$ cat src/rtl/jk_bank_sequencer.sv
// jk_bank_sequencer: round-robin owner of a WIDTH-bit JK register bank shared by two requesters.
// All state advances on the falling clock edge; clear is asynchronous active-low.
module jk_bank_sequencer #(
    parameter int WIDTH = 8,
    parameter int LEN_W = 4
) (
    input  logic             clk,
    input  logic             clear,
    input  logic             req_a,
    input  logic [1:0]       cmd_a,
    input  logic [WIDTH-1:0] mask_a,
    input  logic [LEN_W-1:0] len_a,
    input  logic             req_b,
    input  logic [1:0]       cmd_b,
    input  logic [WIDTH-1:0] mask_b,
    input  logic [LEN_W-1:0] len_b,
    output logic             gnt_a,
    output logic             gnt_b,
    output logic             done_a,
    output logic             done_b,
    output logic             busy,
    output logic [WIDTH-1:0] q
);
    typedef enum logic [1:0] {IDLE, EXEC, DONE} state_t;

    state_t             r_state;
    logic [1:0]         r_cmd;
    logic [WIDTH-1:0]   r_mask;
    logic [LEN_W-1:0]   r_cnt;
    logic               r_last_b;
    logic [WIDTH-1:0]   r_q;
    logic               r_gnt_a, r_gnt_b, r_done_a, r_done_b;

    logic               w_pick_a, w_pick_b;
    logic [LEN_W-1:0]   w_len_a, w_len_b;
    logic [WIDTH-1:0]   w_cmd_val, w_q_next;

    // On a tie the requester that did not own the bank last wins.
    assign w_pick_a  = req_a & (~req_b | r_last_b);
    assign w_pick_b  = req_b & ~w_pick_a;
    assign w_len_a   = (len_a == '0) ? LEN_W'(1) : len_a;
    assign w_len_b   = (len_b == '0) ? LEN_W'(1) : len_b;
    assign w_cmd_val = (r_cmd == 2'b01) ? '0 :
                       (r_cmd == 2'b10) ? '1 :
                       (r_cmd == 2'b11) ? ~r_q : r_q;
    assign w_q_next  = (r_q & ~r_mask) | (w_cmd_val & r_mask);

    always_ff @(negedge clk or negedge clear) begin
        if (!clear) begin
            r_state  <= IDLE;
            r_cmd    <= '0;
            r_mask   <= '0;
            r_cnt    <= '0;
            r_last_b <= 1'b1;
            r_q      <= '0;
            r_gnt_a  <= 1'b0;
            r_gnt_b  <= 1'b0;
            r_done_a <= 1'b0;
            r_done_b <= 1'b0;
        end else begin
            unique case (r_state)
                IDLE: if (w_pick_a | w_pick_b) begin
                    r_state  <= EXEC;
                    r_cmd    <= w_pick_a ? cmd_a : cmd_b;
                    r_mask   <= w_pick_a ? mask_a : mask_b;
                    r_cnt    <= w_pick_a ? w_len_a : w_len_b;
                    r_gnt_a  <= w_pick_a;
                    r_gnt_b  <= w_pick_b;
                    r_last_b <= w_pick_b;
                end
                EXEC: begin
                    r_q   <= w_q_next;
                    r_cnt <= r_cnt - LEN_W'(1);
                    if (r_cnt == LEN_W'(1)) begin
                        r_state  <= DONE;
                        r_done_a <= r_gnt_a;
                        r_done_b <= r_gnt_b;
                        r_gnt_a  <= 1'b0;
                        r_gnt_b  <= 1'b0;
                    end
                end
                DONE: begin
                    r_state  <= IDLE;
                    r_done_a <= 1'b0;
                    r_done_b <= 1'b0;
                end
                default: r_state <= IDLE;
            endcase
        end
    end

    assign q      = r_q;
    assign gnt_a  = r_gnt_a;
    assign gnt_b  = r_gnt_b;
    assign done_a = r_done_a;
    assign done_b = r_done_b;
    assign busy   = (r_state != IDLE);
endmodule

$ cat config.mk
export PLATFORM = sky130hd
export DESIGN_NAME = jk_bank_sequencer
export DESIGN_NICKNAME = d
export VERILOG_FILES = /design/src/rtl/jk_bank_sequencer.sv
export SDC_FILE = /design/constraint.sdc
export NUM_CORES = 1
export LEC_CHECK = 0
export CORE_ASPECT_RATIO = 0.7
export CORE_MARGIN = 3
export CORE_UTILIZATION = 31
export CTS_CLUSTER_DIAMETER = 50
export DETAILED_ROUTE_END_ITERATION = 8
export REMOVE_ABC_BUFFERS = 1
export SYNTH_ARGS = -nofsm -noshare
export SYNTH_HDL_FRONTEND = slang
export SYNTH_SLANG_ARGS = --single-unit
$ cat constraint.sdc
create_clock -name clk -period 2.85 [get_ports clk]
set_clock_uncertainty 0.15 [all_clocks]
set_input_delay 0.4275 -clock clk [delete_from_list [all_inputs] [get_ports clk]]
set_output_delay 0.4275 -clock clk [all_outputs]
set_load 0.03 [all_outputs]
==> summary.md <==
| Metric | Value |
|---|---|
| Outcome | finished with violations |
| Violations in the final reports | negative setup slack |
| Final Hold Fails | 0 |
| Max Cap Viol | 0 |
| Seq/Total Area, Yosys | 0.518 |
| R2R cell count | 4 |
| Fillers | 348 |
| GR peak layer | met2 |
| Worst Path Required | 2270 ps |
| M2 GR Usage | 0.240 |
| Avg Cell Area, Syn | 9.95 um2 |
| GR Util met1 | 0.195 |
| VDD IR max | 0.638 mV |
| Worst slew pin tran | 595 ps |
| Mux share of post-synthesis cell area | 0.0785 |
| Crit-path max FO | 2 |
| First-pass GRT wire length | 6370 um |
| Antenna Nets Post-Route | 0 |
| DR iter-0 viols | 39 |
| Top cells by area, synth | dfrtn_1 50%, mux2i_1 7.9%, a31oi_1 4.9% |
| Num rows | 19 |
| TritonCTS clock tree | done |
| Worst EP arrival | 2400 ps |
| Dpl hpwl | 2800 um |
| Antenna violations before repair | 0 |
| Static leakage | 1.05 nW |
| Placer Congestion | 0.827 |
| Hold buffers post-CTS | 0 |
| Commonest non-fill, non-tap cells in the layout | 29 x clkdlybuf4s50_1, 28 x dfrtn_1, 27 x buf_4, 15 x nand2_1 |
| Max Slew Vio Count | 0 |
| Commonest non-fill, non-tap cell in the layout | clkdlybuf4s50_1 |
| Worst R2R End | gnt_a$_DFFE_NN0P_ |
| Nets | 248 |
| Area growth from synthesis to layout | 65.6% |
| Avg WL per Cell | 14.5 um |
| Area of the mapped netlist | 1400 um2 |
| Clk root buf | clkbuf_8 |
| Hold WS | 263 ps |
| Final Setup Violations | 10 |
| Type of origin of the critical path | flip-flop |
| Gr usage total | 0.153 |
| # port buffers | 44 |
| Vias/cell | 4.98 |
| Layout cells sized above 1 | 0.298 |
| Power Total | 0.00250 W |
| Detailed Routing Iterations Pass 1 | 4 |
| CTS Buf Count | 5 |
| Initial Util | 0.339 |
| Drt total wl | 3860 um |
| Pin count of the biggest net entering global routing | 30 |
| Met3 global-route usage | 0.0621 |
| Min-delay worst type | reg2reg |
| Pwr dens | 1080 nW/um2 |
| Longest Clk Path Bufs | 2 |
| Routed vias | 1330 |
| Reg clk slew, reported paths | 40 ps |
| Residual DRC | 0 |
| Hold path depth | 1 |
| Flops & latches, synth | 29 |
| Max H-tree Level | 2 |
| Seq pwr share | 0.318 |
| Die X | 86.4 um |
| Post-synthesis adder-cell area fraction | 0.0178 |
| Yosys top cell by area | dfrtn_1 |
| Die Y | 62.3 um |
| Yosys warns | 0 |
| Crit Path Category | reg2out |
| Largest family of logic cells by synthesized area | compound AO/OA/AOI/OAI gates |
| Die area | 5380 um2 |
| Int Power | 0.00156 W |
| Combinational share of power | 0.504 |
| Io pins | 45 |
| Hold path start | r_mask[0]$_DFFE_NN0P_ |
| Compound-gate portion of the synthesized area | 0.178 |
| Slew HR | 0.602 |
| Sw Ratio | 0.377 |
| Clk pwr share | 0.178 |
| Post-Syn Instances | 141 |
| Post-synth top area share | 0.500 |
| Reg2reg start | r_state[0]$_DFFE_NN0P_ |
| Post-synthesis xor/xnor area fraction | 0.00624 |
| Most used DFF post-synth | dfrtn_1 |
| RSZ-0062 raised after global routing | true |
| # clock sinks | 29 |
| Worst skew pair latency | 340 ps |
| Post-synth EDFFs | 0 |
| Remaining global-route overflow | 0 |
| Vias in the first global route | 1355 |
| Switching pwr | 0.000943 W |
| Core area | 4140 um2 |
| Final Worst Setup Slack | -130 ps |
| Ant diodes | 0 |
| Asr flop ratio synth | 1.00 |
| Post-Synth Simple-Gate Area | 0.149 |
| Worst slack at placement | -663 ps |
| Setup slack, reg-to-reg | 860 ps |
| Crit path capture type | output port |
| Synth unique cells | 33 |
layout make-up:
| class | instances | area, um2 | area share |
|---|---|---|---|
| timing repair buffer | 73 | 729 | 0.314 |
| sequential | 29 | 727 | 0.313 |
| multi-input combinational | 98 | 658 | 0.283 |
| clock buffer | 7 | 86.3 | 0.0372 |
| tap | 52 | 65.1 | 0.0280 |
| clock inverter | 2 | 33.8 | 0.0145 |
| inverter | 6 | 22.5 | 0.00970 |
logic make-up (layout without fill, tap and decap cells):
group           after synthesis  after routing
compound gates               42             42
xor+xnor                      1              1
fa+ha+maj                     2              2
buf+inv                      14             88
flops                        29             29
mux                          11             11
simple gates                 42             42
per-stage QoR:
stage                     instance area, um2  TNS [ps]  utilization  cells
after detailed placement                1990    -10380        0.482    245
after CTS                               2280      -376        0.552    263
after global routing                    2320      -732        0.561    267
after global placement                  1990     -9540        0.482    245
final                                   2320      -270        0.561    267
after floorplan                         1360     -5540            -    134
Yosys cell counts (3+ instances only):
master    n
a21oi_1  11
a31oi_1  11
buf_2     3
dfrtn_1  28
inv_1     7
mux2i_1  11
nand2_1  15
nand3_1   5
nor2_1    4
nor3_1    4
o21ai_0  13
how the worst max path moves through the flow:
stage	startpoint	to	slack (ps)	depth (start not counted)
after floorplan	req_a	gnt_a$_DFFE_NN0P_	-490	3
after global placement	req_a	r_cnt[3]$_DFFE_NN0P_	-600	6
after detailed placement	req_b	r_mask[3]$_DFFE_NN0P_	-660	4
after CTS	r_state[1]$_DFFE_NN0P_	busy	-150	3
after global routing	r_state[1]$_DFFE_NN0P_	busy	-210	3
final	r_state[1]$_DFFE_NN0P_	busy	-130	3
worst max-delay path, stage by stage, from the launching register on:
cell and delay (ps):
dfrtn_1 350, nor2_2 140, inv_1 70, buf_6 130
what timing repair did:
item | in CTS | in global routing
setup endpoints to repair | 30 | 25
gates cloned | 1 | 0
buffers inserted | 9 | 4
pin swaps | 1 | 2
gates resized for setup | 30 | 4
layer usage:
layer  part of all wire  wire length, um
met1               0.46             1770
met2               0.46             1780
met3              0.070              269
met4              0.011               42
met5                  0                0
power groups by stage:
stage / Sequential [W] / Clock, W / Combinational, W
after detailed placement: 0.000807 / 0.00000439 / 0.00102
after global routing: 0.000826 / 0.000478 / 0.00137
after global placement: 0.000795 / 0.00000439 / 0.000991
after floorplan: 0.000936 / 0.00000439 / 0.000432
final: 0.000795 / 0.000445 / 0.00126
after CTS: 0.000794 / 0.000454 / 0.00123
Power figures use the tool's default switching activity.
